File: src/rtl/noc_cfg_scheduler_pkg.sv
// noc_cfg_scheduler_pkg: shared types and helpers for the NoC config scheduler.
// Holds the per-processor FSM encoding, processor count and a sizing helper.
package noc_cfg_scheduler_pkg;

  localparam int NUM_PROC = 4;

  typedef enum logic [1:0] {
    ST_IDLE  = 2'd0,
    ST_DRIVE = 2'd1,
    ST_GAP   = 2'd2
  } cfg_state_e;

  function automatic int max3(int a, int b, int c);
    int m;
    m = (a > b) ? a : b;
    return (m > c) ? m : c;
  endfunction

endpackage

File: src/rtl/noc_cfg_scheduler_if.sv
// noc_cfg_scheduler_if: host command port (valid/ready, target, word).
// master = host side, slave = scheduler side.
interface noc_cfg_scheduler_if #(
  parameter int CFG_W = 11
);
  logic             cmd_valid;
  logic             cmd_ready;
  logic [1:0]       cmd_proc;
  logic [CFG_W-1:0] cmd_word;

  modport master (
    output cmd_valid, cmd_proc, cmd_word,
    input  cmd_ready
  );

  modport slave (
    input  cmd_valid, cmd_proc, cmd_word,
    output cmd_ready
  );
endinterface

File: src/rtl/noc_cfg_scheduler_rr_arb.sv
// noc_cfg_rr_arb: 4-way round-robin arbiter, scan starts at rr_ptr.
// Ports: req[3:0], rr_ptr[1:0] in; one-hot grant[3:0] out.
module noc_cfg_rr_arb (
  input  logic [3:0] req,
  input  logic [1:0] rr_ptr,
  output logic [3:0] grant
);

  logic [1:0] idx;

  always_comb begin
    grant = '0;
    idx   = '0;
    for (int j = 0; j < 4; j++) begin
      idx = rr_ptr + 2'(j);
      if (grant == '0 && req[idx]) begin
        grant[idx] = 1'b1;
      end
    end
  end

endmodule

File: src/rtl/noc_cfg_scheduler.sv
// noc_cfg_scheduler: host words -> p0..p3_configure, one launch per cycle,
// round-robin to ready processors; each word held HOLD_CYCLES then
// GAP_CYCLES of zero.
// Ports: clock, reset (async high), cmd (slave if), processor_ready_signals,
// p0..p3_configure, busy, done_pulse, err_timeout (NOC_CFG_TIMEOUT_EN only).
// Optional macro NOC_CFG_TIMEOUT_EN: drop words pending too long on a
// not-ready processor and flag err_timeout.
module noc_cfg_scheduler
  import noc_cfg_scheduler_pkg::*;
#(
  parameter int CFG_W          = 11,
  parameter int HOLD_CYCLES    = 6,
  parameter int GAP_CYCLES     = 2,
  parameter int TIMEOUT_CYCLES = 64
) (
  input  logic             clock,
  input  logic             reset,
  noc_cfg_scheduler_if.slave cmd,
  input  logic [3:0]       processor_ready_signals,
  output logic [CFG_W-1:0] p0_configure,
  output logic [CFG_W-1:0] p1_configure,
  output logic [CFG_W-1:0] p2_configure,
  output logic [CFG_W-1:0] p3_configure,
  output logic [3:0]       busy,
  output logic [3:0]       done_pulse
`ifdef NOC_CFG_TIMEOUT_EN
  ,
  output logic [3:0]       err_timeout
`endif
);

  localparam int CNT_W =
    $clog2(max3(HOLD_CYCLES, GAP_CYCLES, TIMEOUT_CYCLES) + 1);
  localparam logic [CNT_W-1:0] HOLD_LD = CNT_W'(HOLD_CYCLES - 1);
  localparam logic [CNT_W-1:0] GAP_LD  = CNT_W'(GAP_CYCLES - 1);
`ifdef NOC_CFG_TIMEOUT_EN
  localparam logic [CNT_W-1:0] TO_LD   = CNT_W'(TIMEOUT_CYCLES - 1);
  logic [3:0] to_drop;
`endif

  logic [3:0]       pend_v_q, pend_v_d;
  logic [CFG_W-1:0] pend_w_q [NUM_PROC];
  logic [CFG_W-1:0] pend_w_d [NUM_PROC];
  logic [1:0]       rr_q, rr_d;
  logic [3:0]       req, grant;
  logic [CFG_W-1:0] cfg_out [NUM_PROC];
  logic             acc_ok;

  assign acc_ok        = !pend_v_q[cmd.cmd_proc];
  assign cmd.cmd_ready = acc_ok;

  noc_cfg_rr_arb u_arb (
    .req    (req),
    .rr_ptr (rr_q),
    .grant  (grant)
  );

  // Grant frees the slot; a zero word is taken but never stored.
  always_comb begin
    pend_v_d = pend_v_q;
    pend_w_d = pend_w_q;
    rr_d     = rr_q;
    for (int i = 0; i < NUM_PROC; i++) begin
      if (grant[i]) begin
        pend_v_d[i] = 1'b0;
        rr_d        = 2'(i + 1);
      end
    end
`ifdef NOC_CFG_TIMEOUT_EN
    pend_v_d = pend_v_d & ~to_drop;
`endif
    if (cmd.cmd_valid && acc_ok && cmd.cmd_word != '0) begin
      pend_v_d[cmd.cmd_proc] = 1'b1;
      pend_w_d[cmd.cmd_proc] = cmd.cmd_word;
    end
  end

  always_ff @(posedge clock or posedge reset) begin
    if (reset) begin
      pend_v_q <= '0;
      rr_q     <= '0;
      for (int i = 0; i < NUM_PROC; i++) pend_w_q[i] <= '0;
    end else begin
      pend_v_q <= pend_v_d;
      rr_q     <= rr_d;
      pend_w_q <= pend_w_d;
    end
  end

  for (genvar i = 0; i < NUM_PROC; i++) begin : g_proc
    cfg_state_e       st_q, st_d;
    logic [CNT_W-1:0] cnt_q, cnt_d;
    logic [CFG_W-1:0] cfg_q, cfg_d;
    logic             done_q, done_d;

    assign req[i] = (st_q == ST_IDLE) && pend_v_q[i]
                    && processor_ready_signals[i];

    always_comb begin
      st_d   = st_q;
      cnt_d  = cnt_q;
      cfg_d  = cfg_q;
      done_d = 1'b0;
      unique case (st_q)
        ST_IDLE: begin
          if (grant[i]) begin
            st_d  = ST_DRIVE;
            cfg_d = pend_w_q[i];
            cnt_d = HOLD_LD;
          end
        end
        ST_DRIVE: begin
          if (cnt_q == '0) begin
            st_d   = ST_GAP;
            cfg_d  = '0;
            done_d = 1'b1;
            cnt_d  = GAP_LD;
          end else begin
            cnt_d = cnt_q - CNT_W'(1);
          end
        end
        ST_GAP: begin
          if (cnt_q == '0) st_d = ST_IDLE;
          else cnt_d = cnt_q - CNT_W'(1);
        end
        default: st_d = ST_IDLE;
      endcase
    end

    always_ff @(posedge clock or posedge reset) begin
      if (reset) begin
        st_q   <= ST_IDLE;
        cnt_q  <= '0;
        cfg_q  <= '0;
        done_q <= 1'b0;
      end else begin
        st_q   <= st_d;
        cnt_q  <= cnt_d;
        cfg_q  <= cfg_d;
        done_q <= done_d;
      end
    end

    assign busy[i]       = (st_q != ST_IDLE);
    assign done_pulse[i] = done_q;
    assign cfg_out[i]    = cfg_q;

`ifdef NOC_CFG_TIMEOUT_EN
    // Wait count restarts whenever the stall condition breaks.
    logic [CNT_W-1:0] wait_q, wait_d;
    logic             err_q, err_d;
    logic             wait_c;

    assign wait_c     = pend_v_q[i] && (st_q == ST_IDLE)
                        && !processor_ready_signals[i];
    assign to_drop[i] = wait_c && (wait_q == TO_LD);
    assign wait_d     = (wait_c && !to_drop[i]) ?
                        wait_q + CNT_W'(1) : '0;
    assign err_d      = err_q | to_drop[i];

    always_ff @(posedge clock or posedge reset) begin
      if (reset) begin
        wait_q <= '0;
        err_q  <= 1'b0;
      end else begin
        wait_q <= wait_d;
        err_q  <= err_d;
      end
    end

    assign err_timeout[i] = err_q;
`endif
  end

  assign p0_configure = cfg_out[0];
  assign p1_configure = cfg_out[1];
  assign p2_configure = cfg_out[2];
  assign p3_configure = cfg_out[3];

endmodule
File: src/flat_wrapper.sv
// flat-port wrapper written by rule: the top's interface ports become plain ports
module noc_cfg_scheduler_flat import noc_cfg_scheduler_pkg::*;
#(
  parameter int CFG_W          = 11,
  parameter int HOLD_CYCLES    = 6,
  parameter int GAP_CYCLES     = 2,
  parameter int TIMEOUT_CYCLES = 64
)
  (clock, reset, processor_ready_signals, p0_configure, p1_configure, p2_configure, p3_configure, busy, done_pulse, cmd_cmd_valid, cmd_cmd_proc, cmd_cmd_word, cmd_cmd_ready);
  noc_cfg_scheduler_if #(.CFG_W(CFG_W)) cmd_i ();
  input  logic clock;
  input  logic reset;
  input  logic [3:0] processor_ready_signals;
  output logic [CFG_W-1:0] p0_configure;
  output logic [CFG_W-1:0] p1_configure;
  output logic [CFG_W-1:0] p2_configure;
  output logic [CFG_W-1:0] p3_configure;
  output logic [3:0] busy;
  output logic [3:0] done_pulse;
  input wire logic [$bits(cmd_i.cmd_valid)-1:0] cmd_cmd_valid;
  input wire logic [$bits(cmd_i.cmd_proc)-1:0] cmd_cmd_proc;
  input wire logic [$bits(cmd_i.cmd_word)-1:0] cmd_cmd_word;
  output wire logic [$bits(cmd_i.cmd_ready)-1:0] cmd_cmd_ready;
  assign cmd_i.cmd_valid = cmd_cmd_valid;
  assign cmd_i.cmd_proc = cmd_cmd_proc;
  assign cmd_i.cmd_word = cmd_cmd_word;
  assign cmd_cmd_ready = cmd_i.cmd_ready;
  noc_cfg_scheduler #(.CFG_W(CFG_W), .HOLD_CYCLES(HOLD_CYCLES), .GAP_CYCLES(GAP_CYCLES), .TIMEOUT_CYCLES(TIMEOUT_CYCLES)) u_core (.clock(clock), .reset(reset), .cmd(cmd_i), .processor_ready_signals(processor_ready_signals), .p0_configure(p0_configure), .p1_configure(p1_configure), .p2_configure(p2_configure), .p3_configure(p3_configure), .busy(busy), .done_pulse(done_pulse));
endmodule
File: config.mk
export PLATFORM = sky130hd
export DESIGN_NAME = noc_cfg_scheduler_flat
export DESIGN_NICKNAME = d
export VERILOG_FILES = /design/src/rtl/noc_cfg_scheduler_pkg.sv /design/src/rtl/noc_cfg_scheduler_if.sv /design/src/rtl/noc_cfg_scheduler_rr_arb.sv /design/src/rtl/noc_cfg_scheduler.sv /design/src/flat_wrapper.sv
export SDC_FILE = /design/constraint.sdc
export NUM_CORES = 1
export LEC_CHECK = 0
export ABC_AREA = 1
export BUFFER_PORTS_ARGS = -buffer_cell sky130_fd_sc_hd__buf_2
export CAP_MARGIN = 20
export CORE_ASPECT_RATIO = 1.2
export CORE_MARGIN = 5
export CORE_UTILIZATION = 40
export DETAILED_ROUTE_END_ITERATION = 8
export PLACE_DENSITY = 0.66
export SLEW_MARGIN = 30
export SYNTH_ARGS = -nofsm -noshare
export SYNTH_HDL_FRONTEND = slang
export SYNTH_SLANG_ARGS = --single-unit
File: constraint.sdc
create_clock -name clock -period 5.35 [get_ports clock]
set_input_delay 1.07 -clock clock [delete_from_list [all_inputs] [get_ports clock]]
set_output_delay 1.07 -clock clock [all_outputs]
set_load 0.05 [all_outputs]
==> flow_metrics.tcl, run 1 <==
set metrics [dict create \
    synthTopCellsByArea "dfrtp_1 49%, nand2_1 15%, ha_1 6.3%, o21ai_0 4.7%, nand4_1 4.5%" \
    hp-class "flop to flop" \
    fin_crit_sh_pct 63.05 \
    fillers 1649 \
    hold_violations 0 \
    avgRoutedWirePerCell_um 14.16 \
    portBuffers 72 \
    clockBufferDepth 2 \
    report.final.slew_viol_count 0 \
    areaGrowthSynthToFinish_pct 15.27 \
    worst_pin_slew_ns 0.7134 \
    end_kind "flop" \
    syn_inst 814 \
    wl_um 15630 \
    dp_hpwl_um 11200 \
    viasPerCell 4.924 \
    grtUsageTotal_pct 16.80 \
    synth_seq_cells 134 \
    start_util_pct 40.46 \
    skew_ns 0.007543 \
    clk_latency_ns 0.42 \
    first_global_vias 5507 \
    clk_pin_slew_ns 0.06 \
    num_rows 52 \
    rsz0062_at_grt "false" \
    cts_tree "yes" \
    critical_path_buf_inv_count 1 \
    regArea_mm2 0.003353 \
    syn_area_mm2 0.006792 \
    finalNetCount 929 \
    cp.required_ns 5.71 \
    cp-start-kind "flop" \
    synth_ff_type "dfrtp_1" \
    drv_cap 0 \
    synth_warnings 0 \
    clock_sinks 134 \
    vias 5436 \
    drive_gt1_share_pct 14.08 \
    cts_buffers 17 \
    coreArea_mm2 0.01679 \
    drc_errors 0 \
    multiInputGateArea_mm2 0.003010 \
    fmax_mhz 296.4 \
    status "complete, no violations" \
    async_flop_share_pct 100.0 \
    whs_ns 0.4639 \
    crit_path_cell_trace "inv_1 -> ha_1 -> nand3_1 -> nand2_1 -> nand3_1 -> nand2_2 -> o31ai_1 -> nand3_1 -> nand2_1 -> nor2_2 -> nand3_1 -> nand2_1 -> nor2_4 -> nand3_2 -> nand3_2 -> nand2_1 -> nand2_1 -> nand2_1" \
    dr.pass1.iters 6 \
    die_area_mm2 0.01970 \
    cts_setup_buffers 0 \
    syn_nets 868 \
    worstSetupPathType "flop to flop" \
    antenna_found_initial 1 \
    seq_area_frac_synth_pct 49.37 \
    gp_congestion 0.8767 \
    crit_family "simple AND/OR/NAND/NOR gates" \
    io_pins 73 \
    synth.most_common_cell "nand2_1" \
    antenna_cells 0 \
    yosys.area.top_type "dfrtp_1" \
    root_buffer "clkbuf_16" \
    die_x_um 129.0 \
    grt_pass1_wl_um 27010 \
    synth_top_area_share_pct 49.37 \
    arrival_ns 3.74 \
    htreeDepth 4 \
    finalSetupViolations 0 \
    cts_hold_buf 0 \
    crit_fanout 15 \
    synthTopCellsByCount "264 x nand2_1, 134 x dfrtp_1, 64 x o21ai_0, 63 x inv_1, 55 x nand3_1" \
    grt-ovfl-total 0 \
    timing.final.crit_period_ns 3.373 \
    cp_common_cell "nand2_1" \
    tns_ns 0 \
    relSlewSlack_pct 52.31 \
    grt_max_degree 69 \
    ctsResizeCount 0 \
    syn_area_per_cell_um2 8.343 \
    synth_edf_count 0 \
    ant_nets 0 \
    drt-initial-drc-count 280 \
    chipHeight_um 152.7 \
    yosys.cell_types.count 29 \
    slowest_delay_ns 0.55 \
    cpMaxStageDelayCell "ha_1" \
]
-- through the flow --
stage | cells | instance area, um^2 | utilization, % | setup WS [ns]
after global placement | 1072 | 7252 | 43.20 | 2.005
final | 1104 | 7829 | 46.64 | 1.977
after floorplan | 814 | 6792 | - | 0.6972
after global routing | 1104 | 7829 | 46.64 | 1.568
after CTS | 1104 | 7826 | 46.62 | 1.972
after detailed placement | 1072 | 7252 | 43.20 | 1.946
-- layer usage --
layer	track usage [%]	vias up	wire (um)
li1	-	2780	-
met1	21.55	2539	7115
met2	27.05	87	7512
met3	4.383	28	601
met4	6.453	2	397
met5	0	-	7
-- state kept, by name, indices dropped and copies added, names as in the netlist --
register / flops
u_core.p1_configure: 11
u_core.pend_w_q: 44
u_core.p0_configure: 11
u_core.pend_v_q: 4
u_core.g_proc.st_q: 8
u_core.rr_q: 2
u_core.g_proc.cnt_q: 28
u_core.p2_configure: 11
u_core.p3_configure: 11
u_core.g_proc.done_q: 4
-- cell usage in the layout, fill, tap and decap left out --
master,n
nand2_1,264
and2_1,1
nand3b_1,2
xnor2_1,7
nor4_1,2
o31ai_1,1
nor2_2,2
o21a_1,1
clkbuf_8,1
nand2_2,4
ha_1,34
nor3_1,5
nand3_1,55
nand3_2,9
buf_4,2
a22oi_1,1
nand4_1,49
bufinv_16,2
clkinv_4,2
inv_2,1
inv_6,2
inv_1,62
clkinv_2,6
nor2_4,2
nor2_1,50
clkbuf_1,1
clkbuf_16,17
o21ai_0,64
a21oi_2,1
buf_2,72
a31oi_1,1
clkinvlp_4,2
a21oi_1,14
dfrtp_1,134
o211ai_1,4
xor2_1,11
-- kinds of logic after synthesis --
group | after synthesis | share of synthesized area [%]
AOI/OAI and AO/OA | 87 | 6.743
buffers and inverters | 96 | 6.301
adders and majority gates | 34 | 6.264
xor gates and xnor gates | 18 | 2.321
DFF | 134 | 49.37
and+or+nand+nor | 445 | 29.00
-- final cells by class --
cell class,count,share of cell area (%)
clock inverter,13,1.678
inverter,64,3.132
timing repair buffer,74,4.795
clock buffer,19,5.658
multi-input combinational,584,38.45
sequential,134,42.83
tap,216,3.452
-- final timing paths --
path	startpoint	end	cells past startpoint	slack, ns
max reg2reg	u_core.g_proc[3].st_q[1]	u_core.p2_configure[7]	18	1.98
min reg2reg	u_core.p3_configure[1]	u_core.p3_configure[1]	2	0.46
min	u_core.p3_configure[1]	u_core.p3_configure[1]	2	0.46
min in group asynchronous	reset	u_core.g_proc[2].cnt_q[3]	2	0.74
max	u_core.g_proc[3].st_q[1]	u_core.p2_configure[7]	18	1.98
max in group asynchronous	reset	u_core.g_proc[3].cnt_q[4]	3	3.71
-- worst min-delay path, cell delays in order (launching register included) --
cell	delay [ns]
dfrtp_1	0.33
nand2_1	0.05
nand2_1	0.04
Power of run 1 is left out: the tool's default activity adds up to more than one toggle a clock period on the data nets, which glitch-free logic cannot reach.
==> run 2, diff against run 1 <==
ABC_AREA = 0   (was 1)
PLACE_DENSITY = 0.68   (was 0.66)
clock period = 2.9 ns   (was 5.35 ns; I/O delays follow)
==> run 2 against run 1 <==
Compared with the run above: the flow now finishes with violations (setup timing); highest routed layer is now met4; final area grew 26%; sequential share of layout area shrank 8.9 points; critical endpoint is now u_core.p2_configure[3]; flip-flop and latch count is the same.
==> flow_metrics.tcl, run 2 <==
set metrics [dict create \
    dp_hpwl_um 13410 \
    wl_um 19150 \
    relSlewSlack_pct 43.24 \
    grt_use_met2_pct 31.54 \
    seq_area_frac_synth_pct 46.82 \
    htreeDepth 4 \
    antenna_cells 0 \
    report.final.slew_viol_count 0 \
    vias 5989 \
    rsz0062_at_grt "true" \
    cp-start-kind "flop" \
    reg_top3 "u_core.pend_w_q: 44 flops, u_core.g_proc.cnt_q: 28 flops" \
    num_rows 53 \
    grt_pass1_wl_um 30180 \
    synth_seq_cells 134 \
    yosys.area.top_type "dfrtp_1" \
    root_buffer "clkbuf_16" \
    ant_nets 0 \
    drt-initial-drc-count 278 \
    top_register "u_core.pend_w_q" \
    async_flop_share_pct 100.0 \
    die_x_um 132.2 \
    largest_reg_flops 44 \
    synth_edf_count 0 \
    hold_violations 0 \
    viasPerCell 5.395 \
    gp_congestion 0.8756 \
    first_global_vias 6016 \
    syn_area_per_cell_um2 10.56 \
    finalNetCount 931 \
    worst_pin_slew_ns 0.8450 \
    timing.final.crit_period_ns 3.298 \
    antenna_found_initial 0 \
    fmax_mhz 303.2 \
    syn_inst 678 \
    coreArea_mm2 0.01757 \
    cts_buffers 17 \
    end_kind "flop" \
    clk_pin_slew_ns 0.06 \
    io_pins 73 \
    tns_ns -20.64 \
    portBuffers 72 \
    fin_crit_sh_pct 113.7 \
    met1_usage_pct 22.18 \
    grt_use_met3_pct 3.891 \
    synth_ff_type "dfrtp_1" \
    drc_errors 0 \
    layout_commonest_cell "dfrtp_1" \
    worstSetupPathType "flop to flop" \
    drv_cap 0 \
    synth_warnings 0 \
    dp_slack_ns -0.6216 \
    cp.required_ns 3.20 \
    violations "setup timing" \
    grtUsageTotal_pct 18.19 \
    syn_area_mm2 0.007162 \
    synthTopCellsByArea "dfrtp_1 47%, mux2_2 9.3%, ha_1 5.9%, o21ai_0 4.5%, nand2_1 2.9%" \
    grt-ovfl-total 0 \
    clock_sinks 134 \
    dr.pass1.iters 5 \
    drive_gt1_share_pct 44.61 \
    arrival_ns 3.60 \
    synthTopCellsByCount "134 x dfrtp_1, 65 x o21ai_0, 59 x mux2_2, 55 x nand2_1, 41 x nor2_1" \
    crit_fanout 11 \
    cts_tree "yes" \
    status "complete, but fails checks" \
    finalSetupViolations 80 \
    chipHeight_um 156.6 \
    hp-class "input pin to asynchronous set/reset pin" \
    syn_nets 732 \
    die_area_mm2 0.02069 \
    clk_latency_ns 0.42 \
    synth_top_area_share_pct 46.82 \
    yosys.cell_types.count 70 \
    avgRoutedWirePerCell_um 17.25 \
    grt.busiest_layer "met2" \
    grt_max_degree 40 \
    synth.most_common_cell "dfrtp_1" \
    start_util_pct 40.75 \
    areaGrowthSynthToFinish_pct 37.95 \
    skew_ns 0.01260 \
    worst_slack_ns -0.3978 \
    final_cell_mix "132 x dfrtp_1, 109 x buf_4, 72 x buf_2, 57 x mux2_2, 52 x nand2_1" \
    clockBufferDepth 2 \
]
run 2: stage by stage:
| stage | hold WS, ns | utilization, % | std cells | instance area, um^2 |
|---|---|---|---|---|
| 2_1_floorplan | 0.4561 | - | 678 | 7217 |
| 3_3_place_gp | 0.4626 | 49.21 | 1054 | 8648 |
| 3_5_place_dp | 0.4684 | 49.21 | 1054 | 8648 |
| 4_1_cts | 0.3354 | 53.97 | 1096 | 9484 |
| 5_1_grt | 0.3699 | 56.22 | 1110 | 9879 |
| 6_report | 0.3208 | 56.22 | 1110 | 9879 |
run 2: critical path, cell delays in order (launching register included):
cell	delay, ns
dfrtp_2	0.45
clkinv_8	0.08
ha_4	0.28
mux4_2	0.53
or4_4	0.55
a311o_1	0.33
nor4_4	0.18
buf_6	0.18
o221ai_4	0.11
buf_12	0.19
mux2_4	0.30
run 2: area by class of cell:
cell class                 count  area [um^2]
inverter                      41        175.2
fill                        1469         7694
clock inverter                11        123.9
tap                          220        275.3
clock buffer                  21        460.4
multi-input combinational    477         3920
sequential                   134         3356
timing repair buffer         206         1569
run 2: cells by family after synthesis:
logic type | count (synthesis) | synth area share, %
simple gates | 212 | 15.79
compound gates | 156 | 13.84
flops | 134 | 46.82
mux | 75 | 13.47
buf+inv | 67 | 4.140
fa+ha+maj | 34 | 5.940
run 2: repair_timing:
item / CTS / global route
buffers inserted: 8 / 12
hold buffers: 0 / 0
endpoints found under the setup margin: 85 / 84
cloned: 2 / 2
resized for setup: 47 / 82
pin swaps: 9 / 18
run 2: path summary, 6_finish.rpt:
check	startpoint	end	slack, ns	cells after the start
max in group asynchronous	reset	u_core.pend_w_q[31]	1.91	3
hold / removal	reset	u_core.p3_configure[6]	0.32	2
hold reg to reg	u_core.p1_configure[7]	u_core.p1_configure[7]	0.48	2
setup / recovery	u_core.rr_q[1]	u_core.p2_configure[3]	-0.40	10
min in group clock	u_core.p1_configure[7]	u_core.p1_configure[7]	0.48	2
setup reg to reg	u_core.rr_q[1]	u_core.p2_configure[3]	-0.40	10
run 2: layer usage:
metal  part of all wire, %  vias to the layer above
met5                     0                        -
met4                   2.4                        0
met3                   3.9                       34
met2                    52                      126
met1                    42                     2977
li1                      -                     2852
Power of run 2 is left out for the same reason.
